File: src/rtl/fp_addsub_pipe.sv
// Three-stage IEEE-754 adder/subtractor with generic exponent/mantissa widths.
// Stages: unpack/swap -> align/add -> normalise/round/pack. RNE rounding, subnormals flushed to zero.
module fp_addsub_pipe #(
  parameter int EXP_W = 8,
  parameter int MAN_W = 23
) (
  input  logic                 clk,
  input  logic                 rst_n,
  input  logic                 in_valid,
  output logic                 in_ready,
  input  logic [EXP_W+MAN_W:0] in_a,
  input  logic [EXP_W+MAN_W:0] in_b,
  input  logic                 in_sub,
  output logic                 out_valid,
  input  logic                 out_ready,
  output logic [EXP_W+MAN_W:0] out_result,
  output logic [3:0]           out_flags
);
  localparam int W   = 1 + EXP_W + MAN_W;
  localparam int SW  = MAN_W + 4;  // hidden bit + mantissa + guard/round/sticky
  localparam int LZW = $clog2(SW + 1);
  localparam int EW  = ((EXP_W > LZW) ? EXP_W : LZW) + 2;
  localparam logic [W-1:0] QNAN = {1'b0, {EXP_W{1'b1}}, 1'b1, {(MAN_W-1){1'b0}}};
  localparam logic signed [EW-1:0] EMAX = EW'((1 << EXP_W) - 1);
  localparam logic signed [EW-1:0] ONE  = EW'(1);

  // Valid/ready: a word crosses a port only when valid and ready are both high. The whole
  // pipe freezes while the output word is valid but not accepted; in_ready is the inverse.
  logic stall, adv;
  assign stall    = out_valid & ~out_ready;
  assign adv      = ~stall;
  assign in_ready = adv;

  // ---------------- stage 1: unpack, classify, order by magnitude
  logic sa, sb, za, zb, ia, ib, na, nb, swap;
  logic [EXP_W+MAN_W-1:0] mag_a, mag_b, mag_x, mag_y;
  logic [W-1:0] spec_res;
  logic spec_inv;

  assign sa    = in_a[W-1];
  assign sb    = in_b[W-1] ^ in_sub;
  assign za    = in_a[W-2 -: EXP_W] == '0;
  assign zb    = in_b[W-2 -: EXP_W] == '0;
  assign ia    = (in_a[W-2 -: EXP_W] == '1) && (in_a[MAN_W-1:0] == '0);
  assign ib    = (in_b[W-2 -: EXP_W] == '1) && (in_b[MAN_W-1:0] == '0);
  assign na    = (in_a[W-2 -: EXP_W] == '1) && (in_a[MAN_W-1:0] != '0);
  assign nb    = (in_b[W-2 -: EXP_W] == '1) && (in_b[MAN_W-1:0] != '0);
  assign mag_a = za ? '0 : in_a[W-2:0];
  assign mag_b = zb ? '0 : in_b[W-2:0];
  assign swap  = mag_b > mag_a;
  assign mag_x = swap ? mag_b : mag_a;
  assign mag_y = swap ? mag_a : mag_b;

  always_comb begin
    spec_res = QNAN;
    spec_inv = 1'b0;
    if (na | nb)
      spec_inv = (na & ~in_a[MAN_W-1]) | (nb & ~in_b[MAN_W-1]);
    else if (ia & ib & (sa ^ sb))
      spec_inv = 1'b1;
    else if (ia)
      spec_res = {sa, {EXP_W{1'b1}}, {MAN_W{1'b0}}};
    else if (ib)
      spec_res = {sb, {EXP_W{1'b1}}, {MAN_W{1'b0}}};
  end

  logic v1, s1_spec, s1_inv, s1_sign, s1_sub, s1_negz;
  logic [W-1:0] s1_spec_res;
  logic [EXP_W-1:0] s1_exp, s1_diff;
  logic [MAN_W:0] s1_sigx, s1_sigy;

  always_ff @(posedge clk) begin
    if (adv && in_valid) begin
      s1_spec     <= na | nb | ia | ib;
      s1_inv      <= spec_inv;
      s1_spec_res <= spec_res;
      s1_sign     <= swap ? sb : sa;
      s1_sub      <= sa ^ sb;
      s1_negz     <= za & zb & sa & sb;
      s1_exp      <= mag_x[EXP_W+MAN_W-1 -: EXP_W];
      s1_diff     <= mag_x[EXP_W+MAN_W-1 -: EXP_W] - mag_y[EXP_W+MAN_W-1 -: EXP_W];
      s1_sigx     <= {mag_x[EXP_W+MAN_W-1 -: EXP_W] != '0, mag_x[MAN_W-1:0]};
      s1_sigy     <= {mag_y[EXP_W+MAN_W-1 -: EXP_W] != '0, mag_y[MAN_W-1:0]};
    end
  end

  // ---------------- stage 2: align smaller operand, add or subtract
  logic [SW-1:0] x_ext, y_ext, y_sh;
  logic [2*SW-1:0] y_wide;
  logic [SW:0] sum;

  assign x_ext  = {s1_sigx, 3'b000};
  assign y_ext  = {s1_sigy, 3'b000};
  assign y_wide = {y_ext, {SW{1'b0}}} >> s1_diff;
  assign y_sh   = (int'(s1_diff) >= SW) ? {{(SW-1){1'b0}}, |y_ext}
                                        : {y_wide[2*SW-1:SW+1], y_wide[SW] | (|y_wide[SW-1:0])};
  assign sum    = s1_sub ? ({1'b0, x_ext} - {1'b0, y_sh}) : ({1'b0, x_ext} + {1'b0, y_sh});

  logic v2, s2_spec, s2_inv, s2_sign, s2_negz;
  logic [W-1:0] s2_spec_res;
  logic [EXP_W-1:0] s2_exp;
  logic [SW:0] s2_sum;

  always_ff @(posedge clk) begin
    if (adv && v1) begin
      s2_spec     <= s1_spec;
      s2_inv      <= s1_inv;
      s2_spec_res <= s1_spec_res;
      s2_sign     <= s1_sign;
      s2_negz     <= s1_negz;
      s2_exp      <= s1_exp;
      s2_sum      <= sum;
    end
  end

  // ---------------- stage 3: normalise, round to nearest even, pack
  function automatic logic [LZW-1:0] lzc(input logic [SW-1:0] v);
    lzc = LZW'(SW);
    for (int i = 0; i < SW; i++)
      if (v[i]) lzc = LZW'(SW - 1 - i);
  endfunction

  logic [LZW-1:0] lz;
  logic [SW-1:0] norm;
  logic signed [EW-1:0] e_x, lz_s, e_n, e_r;
  logic [MAN_W+1:0] mr;
  logic [MAN_W-1:0] frac;
  logic g, rb, st, rup;
  logic [W-1:0] res;
  logic [3:0] flg;

  assign lz   = lzc(s2_sum[SW-1:0]);
  assign e_x  = signed'({{(EW-EXP_W){1'b0}}, s2_exp});
  assign lz_s = signed'({{(EW-LZW){1'b0}}, lz});
  assign norm = s2_sum[SW] ? {s2_sum[SW:2], s2_sum[1] | s2_sum[0]} : (s2_sum[SW-1:0] << lz);
  assign e_n  = s2_sum[SW] ? (e_x + ONE) : (e_x - lz_s);
  assign g    = norm[2];
  assign rb   = norm[1];
  assign st   = norm[0];
  assign rup  = g & (rb | st | norm[3]);
  assign mr   = {1'b0, norm[SW-1:3]} + {{(MAN_W+1){1'b0}}, rup};
  assign e_r  = mr[MAN_W+1] ? (e_n + ONE) : e_n;
  assign frac = mr[MAN_W+1] ? mr[MAN_W:1] : mr[MAN_W-1:0];

  always_comb begin
    res = {s2_sign, e_r[EXP_W-1:0], frac};
    flg = {3'b000, g | rb | st};
    if (s2_spec) begin
      res = s2_spec_res;
      flg = {s2_inv, 3'b000};
    end else if (s2_sum == '0) begin
      res = {s2_negz, {(W-1){1'b0}}};
      flg = 4'b0000;
    end else if (e_n[EW-1] || (e_n == '0)) begin
      res = {s2_sign, {(W-1){1'b0}}};
      flg = 4'b0011;
    end else if (e_r >= EMAX) begin
      res = {s2_sign, {EXP_W{1'b1}}, {MAN_W{1'b0}}};
      flg = 4'b0101;
    end
  end

  always_ff @(posedge clk or negedge rst_n) begin
    if (!rst_n) begin
      v1         <= 1'b0;
      v2         <= 1'b0;
      out_valid  <= 1'b0;
      out_result <= '0;
      out_flags  <= '0;
    end else if (adv) begin
      v1        <= in_valid;
      v2        <= v1;
      out_valid <= v2;
      if (v2) begin
        out_result <= res;
        out_flags  <= flg;
      end
    end
  end
endmodule

File: config.mk
export PLATFORM = sky130hd
export DESIGN_NAME = fp_addsub_pipe
export DESIGN_NICKNAME = d
export VERILOG_FILES = /design/src/rtl/fp_addsub_pipe.sv
export SDC_FILE = /design/constraint.sdc
export NUM_CORES = 1
export LEC_CHECK = 0
export BUFFER_PORTS_ARGS = -buffer_cell sky130_fd_sc_hd__buf_2
export CAP_MARGIN = 40
export CORE_MARGIN = 4
export CORE_UTILIZATION = 55
export CTS_CLUSTER_SIZE = 25
export DETAILED_ROUTE_END_ITERATION = 12
export PLACE_DENSITY = 0.77
export SETUP_SLACK_MARGIN = 0.1
export SLEW_MARGIN = 20
export SYNTH_ARGS = -nofsm -noshare
export SYNTH_HDL_FRONTEND = slang
export SYNTH_SLANG_ARGS = --single-unit
File: constraint.sdc
create_clock -name clk -period 11.8 [get_ports clk]
set_clock_uncertainty 0.1 [all_clocks]
set_input_delay 1.77 -clock clk [delete_from_list [all_inputs] [get_ports clk]]
set_output_delay 1.77 -clock clk [all_outputs]
set_load 0.01 [all_outputs]
==> impl_metrics.ini, run 1 <==
[logic_synthesis]
post_synth.cell_area_avg_um2 = 8.14
synth_seq_area_share_pct = 30.2
ys_warn_count = 0
synth_async_sr_flop_share_pct = 25.7
postSynthRegisterBits = 152
synth.net_count = 1940
synthesis.instances = 1778
syn_area_mm2 = 0.0145
ys_dominant_reg_cell = edfxtp_1
post_synth_edffs = 113
synthDistinctLibCells = 93

[grt]
grt_max_degree = 96
grt_usage_pct = 29.0
grt_pass1_wl_mm = 68.2
via_count_of_the_first_global_routing_pass = 12863
antenna_found_initial = 0
global_route.overflow_total = 0

[power]
powerDensity_mw_per_mm2 = 156
power_frac_clock_pct = 22.0
lkg_pwr_nw = 6.71
internal-power_mw = 1.42
maximum_ir_drop_on_the_vdd_rail_mv = 0.128
p_sw_mw = 1.04
power.share.switching_pct = 42.3
seq_power_share_pct = 33.8
p_comb_share_pct = 44.3

[sta]
timing.fmax_ghz = 0.139
slew_headroom_pct = 45.9
setup-violations-final = 0
finalHoldViolCount = 0
slew_viol_final = 0
rsz0062_at_grt = no
tns_ns = 0
layout_min_cycle_time_ns = 7.17
timing.final.ws_setup_ns = 4.63
finalCritPeriodShare_pct = 60.8
worst_pin_slew_ns = 0.803

[cts]
cts_post_setup_buffers_inserted = 0
cts_hold_repair.buffers = 0
cts_repair_resize_count = 0
clock_sinks = 152
clk_pin_slew_ns = 0.08
cts_buf_count = 17
ctsLongestPathBuffers = 2
clock_tree.htree_level_count = 4
cts_tree = done
clk_root_buffer_cell = clkbuf_16
clock_insertion_delay_worst_skew_ns = 0.43

[min_path]
min_path_type = register to register

[setup_path]
worst_path_largest_cell_delay_ns = 0.64
cp_common_cell = a211oi_1
worst_setup_path_end_kind = register
cp.required_ns = 12.06
cp_cell_sequence = and2b_1, nor3_1, a211oi_4, a21oi_4, inv_4, mux2i_1, a211oi_1, a21oi_1, a2111oi_0, and4b_1, or4b_1, nor4_4, clkbuf_8, mux2_1, nor4_1, a31oi_4, a211oi_1, a21o_1
timing.critical_path.buf_inv = 2
critical_path.startpoint_type = register
critPathArrivalTime_ns = 7.44
timing.critical_path.max_delay_family = compound AO/OA/AOI/OAI gates
critical_path_class = register to register
slowest_stage = edfxtp_1
critPathMaxFanout = 18

[final_layout]
fraction_of_layout_instances_using_a_drive_strength_above_1_pct = 12.3
area_growth_syn_to_fin_pct = 9.14
antenna-diode-count = 0
final_nets = 1984
final_cells = 2170

[detailed_routing]
dr.pass1.iters = 8
initialDrtViolationCount = 1364
final_antenna_net_count = 0
avgRoutedWirePerCell_um = 19.7
postRouteWirelength_mm = 42.7
vias_per_cell = 6.39
post-route-drc-count = 0
via_count = 13876

[outcome]
result_of_the_run = completed

[floorplanning]
coreArea_mm2 = 0.0260
die-width_um = 170
placementRows = 59
starting_density_of_the_core_pct = 55.7
die_h_um = 170
count_of_boundary_i_o_pins = 107
overall_die_area_mm2 = 0.0290

[placed_design]
placed_cells_incl_taps = 2133
dpl_worst_slack_ns = 4.56
numPortBuffers = 106
gp_congestion = 0.987
place.detailed.hpwl_mm = 33.4

[job]
max_cap_viol_count = 0
worst paths after layout:
| check | from | to | slack (ns) | depth (start not counted) |
|---|---|---|---|---|
| min reg2reg | s1_inv | s2_inv | 0.32 | 0 |
| min in group asynchronous | rst_n | out_result[6] | 1.07 | 1 |
| min | s1_inv | s2_inv | 0.32 | 0 |
| max | s2_sum[26] | out_flags[0] | 4.63 | 18 |
| max reg2reg | s2_sum[26] | out_flags[0] | 4.63 | 18 |
| max in group asynchronous | rst_n | out_result[22] | 10.11 | 2 |
layer usage:
metal  share of wire (%)  GRT usage [%]
met5                   0              0
met4                 4.2           12.4
met3                 7.6           4.18
met2                  46           46.6
met1                  42           39.4
sequential cells by signal, summed over array words and instances (netlist names), 2 cells and up:
signal / cells
s2_sum: 28
s1_spec_res: 2
s1_sigy: 24
s2_spec_res: 2
out_flags: 4
out_result: 32
s2_exp: 8
s1_sigx: 24
s1_exp: 8
s1_diff: 8
layout by cell type, fill, tap and decap left out, drive strengths merged, types with 9 or more instances in the layout:
cell and n:
a31oi 15, nand4 20, nor2b 13, and3 14, buf 131, o21a 15, a21oi 111, mux2 14
or3 13, ha 91, edfxtp 113, inv 121, xnor2 49, o31ai 14, nand2 226, o21bai 9
a22o 9, o21ai 141, xor2 18, nor3 48, a21o 20, a211oi 27, a211o 11, nor2 129
nand3 63, mux2i 58, or2 15, dfrtp 39, nand2b 33, clkbuf 18, o211ai 9, and2 17
o221ai 14, o22ai 34, nor4 36
cells in the mapped netlist (11+ instances only):
cell type / number / area (um^2)
a211o_1: 11 / 96.3
a211oi_1: 26 / 195
a21o_1: 20 / 150
a21oi_1: 108 / 541
a31oi_1: 14 / 87.6
and2_1: 17 / 106
and3_1: 14 / 87.6
buf_1: 12 / 45.0
buf_2: 12 / 60.1
clkbuf_1: 75 / 282
dfrtp_1: 39 / 976
edfxtp_1: 113 / 3390
ha_1: 91 / 1140
inv_1: 112 / 420
mux2_2: 13 / 146
mux2i_1: 58 / 581
nand2_1: 225 / 845
nand2b_1: 32 / 200
nand3_1: 63 / 315
nand4_1: 20 / 125
nor2_1: 129 / 484
nor2b_1: 13 / 81.3
nor3_1: 45 / 225
nor4_1: 35 / 219
o21a_1: 15 / 113
o21ai_0: 127 / 636
o21ai_1: 13 / 65.1
o221ai_1: 14 / 123
o22ai_1: 33 / 206
o31ai_1: 13 / 97.6
or2_2: 15 / 93.8
or3_1: 12 / 75.1
xnor2_1: 49 / 429
xor2_1: 18 / 158
cell families (layout without fill, tap and decap cells):
family	after synthesis	in the layout	synth area share, %
XOR/XNOR	67	67	4.05
multiplexers	77	77	5.88
adder cells (fa/ha/maj)	93	93	8.14
AND/OR/NAND/NOR	645	645	21.5
flip-flops	152	152	30.2
buffers and inverters	223	280	6.30
AO/OA/AOI/OAI	521	521	24.0
stage by stage:
step	cell area (um^2)	hold WS [ns]	power, mW	utilization [%]
global route	15800	0.332	2.61	60.8
floorplan	14500	0.300	1.57	-
detailed placement	15100	0.307	1.90	58.2
CTS	15700	0.323	2.45	60.5
global placement	15100	0.302	1.89	58.1
finish	15800	0.321	2.46	60.8
power by group through the flow:
| stage | Clock [mW] | Combinational [mW] | Sequential (mW) |
|---|---|---|---|
| global route | 0.580 | 1.19 | 0.845 |
| detailed placement | 0 | 1.06 | 0.837 |
| finish | 0.540 | 1.09 | 0.830 |
| CTS | 0.554 | 1.07 | 0.827 |
| floorplan | 0 | 0.753 | 0.822 |
| global placement | 0 | 1.05 | 0.833 |
cell type report:
class | instances | area [um^2]
Clock buffer | 17 | 425
Clock inverter | 15 | 161
Fill cell | 2300 | 10200
Inverter | 116 | 443
Multi-Input combinational cell | 1403 | 9200
Sequential cell | 152 | 4370
Tap cell | 335 | 419
Timing Repair Buffer | 132 | 782
Power figures use the tool's default switching activity.
==> run 2: changes to the inputs <==
--- a/config.mk
+++ b/config.mk
@@ -5,6 +5,7 @@
 export SDC_FILE = /design/constraint.sdc
 export NUM_CORES = 1
 export LEC_CHECK = 0
+export ABC_AREA = 1
 export BUFFER_PORTS_ARGS = -buffer_cell sky130_fd_sc_hd__buf_2
 export CAP_MARGIN = 40
 export CORE_MARGIN = 4
==> constraint.sdc (replaced) <==
create_clock -name clk -period 6.75 [get_ports clk]
set_clock_uncertainty 0.1 [all_clocks]
set_input_delay 1.0125 -clock clk [delete_from_list [all_inputs] [get_ports clk]]
set_output_delay 1.0125 -clock clk [all_outputs]
set_load 0.01 [all_outputs]
==> run 2 against run 1 <==
Compared with the run above:
- synthesized area hardly changed
- maximum frequency rose by 22%
- final cell count increased by 18%
- register-to-register slack got worse by 3.8 ns
==> impl_metrics.ini, run 2 <==
[outcome]
result_of_the_run = completed

[floorplanning]
count_of_boundary_i_o_pins = 107
die_h_um = 170
starting_density_of_the_core_pct = 55.7
coreArea_mm2 = 0.0260
placementRows = 59
overall_die_area_mm2 = 0.0290
die-width_um = 170

[sta]
setup-violations-final = 0
tns_ns = 0
rsz0062_at_grt = no
finalHoldViolCount = 0
finalCritPeriodShare_pct = 87.1
timing.final.ws_setup_ns = 0.874
slew_headroom_pct = 45.7
timing.fmax_ghz = 0.170
layout_min_cycle_time_ns = 5.88
slew_viol_final = 0
worst_pin_slew_ns = 0.814

[logic_synthesis]
ys_top_cells_by_count = nand2_1, inv_1, nand3_1
synth.net_count = 2328
yosys.area.top_type_share_pct = 23.4
postSynthRegisterBits = 152
post_synth_edffs = 113
main_combinational_cell_family_by_area_after_synthesis = simple AND/OR/NAND/NOR gates
synth_area_leaders = edfxtp_1, nand2_1, nand3_1, ha_1, dfrtp_1
synth_async_sr_flop_share_pct = 25.7
xor_xnor_share_of_the_synthesized_area_pct = 3.75
synthDistinctLibCells = 58
ys_warn_count = 0
syn_area_mm2 = 0.0145
post-synth-top-area-cell = edfxtp_1
post_synth.cell_area_avg_um2 = 6.69
synth_most_common_cell = nand2_1
area_fraction_in_and_or_nand_and_nor_cells_after_synthesis_pct = 32.8
post_synth_fa_ha_maj_area_fraction_pct = 8.14
synth_seq_area_share_pct = 30.2
share_of_synthesized_area_spent_on_multiplexers_pct = 0.276
synthesis.instances = 2166
ys_dominant_reg_cell = edfxtp_1
synth-compound-area-share_pct = 15.1

[placed_design]
dpl_worst_slack_ns = 0.890
gp_congestion = 1.03
numPortBuffers = 106
placement.cell_area_mm2 = 0.0152
place.detailed.hpwl_mm = 34.7

[power]
p_comb_share_pct = 48.0
powerDensity_mw_per_mm2 = 291
lkg_pwr_nw = 7.54
power.share.switching_pct = 45.8
power_frac_clock_pct = 20.6
p_sw_mw = 2.12
seq_power_share_pct = 31.4
internal-power_mw = 2.50
maximum_ir_drop_on_the_vdd_rail_mv = 0.154

[final_layout]
final_nets = 2385
area_growth_syn_to_fin_pct = 9.82
final_cell_mix = nand2_1, inv_1, nand3_1, o21ai_0, nor2_1
antenna-diode-count = 0
layout.cells.most_common = nand2_1
fill_cells = 2460
biggestRegsByFlops = out_result x32, s2_sum x28
multi_input_comb_area_mm2 = 0.00871
largest-register = out_result
layout.core_utilization_pct = 61.2
fraction_of_layout_instances_using_a_drive_strength_above_1_pct = 9.08
area_of_all_sequential_standard_cells_mm2 = 0.00437
design_area_mm2 = 0.0159
largest_reg_flops = 32

[grt]
grt_usage_pct = 29.7
grt_max_degree = 72
via_count_of_the_first_global_routing_pass = 13843
antenna_found_initial = 0
grt_pass1_wl_mm = 70.1
global_route.overflow_total = 0

[cts]
cts_buf_count = 17
cts_hold_repair.buffers = 0
clock_insertion_delay_worst_skew_ns = 0.43
clk_root_buffer_cell = clkbuf_16
cts_post_setup_buffers_inserted = 0
clk_pin_slew_ns = 0.08
cts_tree = done
clock_tree.htree_level_count = 4
ctsLongestPathBuffers = 2
cts_repair_resize_count = 0
clock_sinks = 152

[setup_path]
timing.critical_path.depth = 28
critPathArrivalTime_ns = 5.95
cell_depth_of_the_worst_flop_to_flop_path = 28
cp_common_cell = nand2_1
worst_setup_path_end_kind = register
critical_path.startpoint = s1_diff[7]
timing.critical_path.max_delay_family = compound AO/OA/AOI/OAI gates
r2r-end = s2_sum[26]
critical_path.reg2reg.startpoint = s1_diff[7]
critPathMaxFanout = 32
slowest_stage = a2111oi_0
cp.required_ns = 6.82
cp-endpoint = s2_sum[26]
reg2reg_setup_slack_ns = 0.87
critical_path_class = register to register
timing.critical_path.buf_inv = 2
worst_path_largest_cell_delay_ns = 0.48
critical_path.startpoint_type = register

[detailed_routing]
via_count = 14833
avgRoutedWirePerCell_um = 16.9
post-route-drc-count = 0
dr.pass1.iters = 6
final_antenna_net_count = 0
initialDrtViolationCount = 1593
vias_per_cell = 5.77
postRouteWirelength_mm = 43.4

[job]
max_cap_viol_count = 0

[min_path]
min_path_type = primary input to async pin
==> run 2: routing by layer <==
layer / track usage, % / share of wire [%] / vias to the layer above
met5: 0 / 0 / -
met4: 12.2 / 4.0 / 0
met3: 4.41 / 7.2 / 125
met2: 47.8 / 46 / 632
met1: 40.3 / 43 / 6707
li1: - / - / 7369
==> run 2: layout make-up <==
class                      count  area share, %
multi-input combinational   1654           54.8
sequential                   152           27.5
inverter                     262           6.18
timing repair buffer         136           5.20
clock buffer                  18           2.76
tap                          335           2.64
clock inverter                14          0.968
==> run 2: worst min path at each step <==
stage,startpoint,endpoint,slack [ns],cells past startpoint
5_1_grt,rst_n,out_result[13],0.30,1
3_3_place_gp,s1_exp[4],s2_exp[4],0.30,0
3_5_place_dp,s1_spec_res[22],s2_spec_res[22],0.30,0
6_report,rst_n,out_result[21],0.30,1
2_1_floorplan,s1_exp[0],s2_exp[0],0.30,0
4_1_cts,rst_n,out_result[9],0.31,1
==> run 2: logic make-up after synthesis <==
group,Yosys count
xor+xnor,62
buf+inv,360
compound gates,388
fa+ha+maj,93
flops,152
mux,4
simple gates,1107
==> run 2: metrics by stage <==
step,std cells,total power [mW],hold WS (ns)
after floorplan,2166,2.99,0.300
after detailed placement,2535,3.62,0.305
after global placement,2532,3.57,0.301
after CTS,2567,4.58,0.309
final,2571,4.62,0.304
after global routing,2571,4.97,0.302
==> run 2: power groups by stage <==
stage | clock network [mW] | registers, mW | logic [mW]
finish | 0.953 | 1.45 | 2.22
global route | 1.01 | 1.47 | 2.49
CTS | 0.965 | 1.45 | 2.16
detailed placement | 0 | 1.47 | 2.14
global placement | 0 | 1.47 | 2.10
floorplan | 0 | 1.45 | 1.54
==> run 3: changes to the inputs <==
--- a/config.mk
+++ b/config.mk
@@ -9,10 +9,10 @@
 export BUFFER_PORTS_ARGS = -buffer_cell sky130_fd_sc_hd__buf_2
 export CAP_MARGIN = 40
 export CORE_MARGIN = 4
-export CORE_UTILIZATION = 55
+export CORE_UTILIZATION = 35
 export CTS_CLUSTER_SIZE = 25
 export DETAILED_ROUTE_END_ITERATION = 12
-export PLACE_DENSITY = 0.77
+export PLACE_DENSITY = 0.54
 export SETUP_SLACK_MARGIN = 0.1
 export SLEW_MARGIN = 20
 export SYNTH_ARGS = -nofsm -noshare
==> run 3 against run 2 <==
Compared with the run above:
- sequential power barely moved
- final area rose by 1.5%
- die area rose by 54%
==> impl_metrics.ini, run 3 (synthesized netlist as in run 2, its figures left out) <==
[grt]
global_route.overflow_total = 0
antenna_found_initial = 0
grt_max_degree = 72
grt_pass1_wl_mm = 73.3
via_count_of_the_first_global_routing_pass = 13958
grt_usage_pct = 20.2

[sta]
worst_pin_slew_ns = 0.825
slew_viol_final = 0
tns_ns = 0
layout_min_cycle_time_ns = 5.90
rsz0062_at_grt = no
setup-violations-final = 0
timing.final.ws_setup_ns = 0.850
finalCritPeriodShare_pct = 87.4
slew_headroom_pct = 44.8
timing.fmax_ghz = 0.169
finalHoldViolCount = 0

[setup_path]
slowest_stage = a2111oi_0
worst_path_largest_cell_delay_ns = 0.54
worst_setup_path_end_kind = register
cell_depth_of_the_worst_flop_to_flop_path = 29
cp.required_ns = 6.84
critical_path.startpoint_type = register
critical_path_class = register to register
critPathArrivalTime_ns = 5.99
critPathMaxFanout = 21

[floorplanning]
starting_density_of_the_core_pct = 35.5
die-width_um = 211
die_h_um = 211
overall_die_area_mm2 = 0.0447
placementRows = 74
coreArea_mm2 = 0.0408
count_of_boundary_i_o_pins = 107

[cts]
cts_tree = done
clock_tree.htree_level_count = 4
cts_repair_resize_count = 0
clock_sinks = 152
clk_pin_slew_ns = 0.07
clk_root_buffer_cell = clkbuf_16
cts_post_setup_buffers_inserted = 0
clock_insertion_delay_worst_skew_ns = 0.44
ctsLongestPathBuffers = 2
cts_buf_count = 17
cts_hold_repair.buffers = 0

[final_layout]
layout.cells.most_common = nand2_1
area_growth_syn_to_fin_pct = 11.5
final_cell_mix = nand2_1, inv_1, nand3_1, o21ai_0, nor2_1
final_nets = 2387
layout.core_utilization_pct = 39.6
fill_cells = 4350
largest-register = out_result
biggestRegsByFlops = out_result x32, s2_sum x28
antenna-diode-count = 0
design_area_mm2 = 0.0161
largest_reg_flops = 32
fraction_of_layout_instances_using_a_drive_strength_above_1_pct = 9.16

[power]
power_mw = 4.59
powerDensity_mw_per_mm2 = 284
internal-power_mw = 2.49
power.share.switching_pct = 45.7
maximum_ir_drop_on_the_vdd_rail_mv = 0.180
power_frac_clock_pct = 20.1
lkg_pwr_nw = 7.55
p_sw_mw = 2.10
seq_power_share_pct = 31.5
p_comb_share_pct = 48.5

[detailed_routing]
post-route-drc-count = 0
final_antenna_net_count = 0
postRouteWirelength_mm = 44.8
initialDrtViolationCount = 1228
vias_per_cell = 5.25
via_count = 14538
avgRoutedWirePerCell_um = 16.2
dr.pass1.iters = 5

[min_path]
min_path_type = primary input to async pin

[placed_design]
place.detailed.hpwl_mm = 36.8
numPortBuffers = 106
dpl_worst_slack_ns = 0.864
placement.cell_area_mm2 = 0.0155
gp_congestion = 0.936

[outcome]
result_of_the_run = completed

[job]
max_cap_viol_count = 0
## run 3: cell count changes in the layout (fill, tap and decap cells not counted)
cell | previous run | this run
inv_8 | 4 | 5
buf_6 | 1 | 0
clkinv_2 | 0 | 1
clkinv_8 | 3 | 2
buf_4 | 23 | 26
clkbuf_8 | 1 | 0
## run 3: worst max-delay path: cells and delay by family (launching register included)
kind / cells / cell delay (ns)
DFF: 1 / 0.33
AOI/OAI and AO/OA: 12 / 3.14
and+or+nand+nor: 11 / 0.88
xor gates and xnor gates: 1 / 0.18
adders and majority gates: 1 / 0.26
buffers and inverters: 4 / 0.73
## run 3: final cells by class
type / instances / area, um^2 / share of cell area [%]
well taps: 532 / 666 / 4.12
flip-flops and latches: 152 / 4370 / 27.1
repair buffers: 138 / 838 / 5.19
clock inverters: 15 / 154 / 0.953
multi-input cells: 1654 / 8710 / 54.0
inverters: 262 / 983 / 6.09
clock buffers: 17 / 425 / 2.63
## run 3: worst paths after layout
path | from | end | slack [ns]
max in group asynchronous | rst_n | out_valid | 5.80
hold reg to reg | s1_exp[2] | s2_exp[2] | 0.32
hold / removal | rst_n | out_result[11] | 0.31
min in group clk | s1_exp[2] | s2_exp[2] | 0.32
setup / recovery | s1_diff[7] | s2_sum[26] | 0.85
setup reg to reg | s1_diff[7] | s2_sum[26] | 0.85
## run 3: power by group through the flow
stage	clock (mW)	combinational [mW]	sequential [mW]
detailed placement	0	2.19	1.47
global route	0.989	2.53	1.47
finish	0.921	2.22	1.45
global placement	0	2.18	1.47
floorplan	0	1.54	1.45
CTS	0.953	2.20	1.45
## run 3: routing by layer
layer / wire (um) / global-route usage (%) / up-vias
met5: 0 / 0 / -
met4: 1360 / 6.71 / 0
met3: 2130 / 2.98 / 79
met2: 20400 / 32.4 / 438
met1: 20900 / 28.1 / 6636
li1: - / - / 7385
## run 3: stage by stage
stage	cells	hold slack, ns
floorplan	2166	0.300
CTS	2767	0.285
detailed placement	2735	0.305
global route	2770	0.295
global placement	2732	0.304
finish	2770	0.311
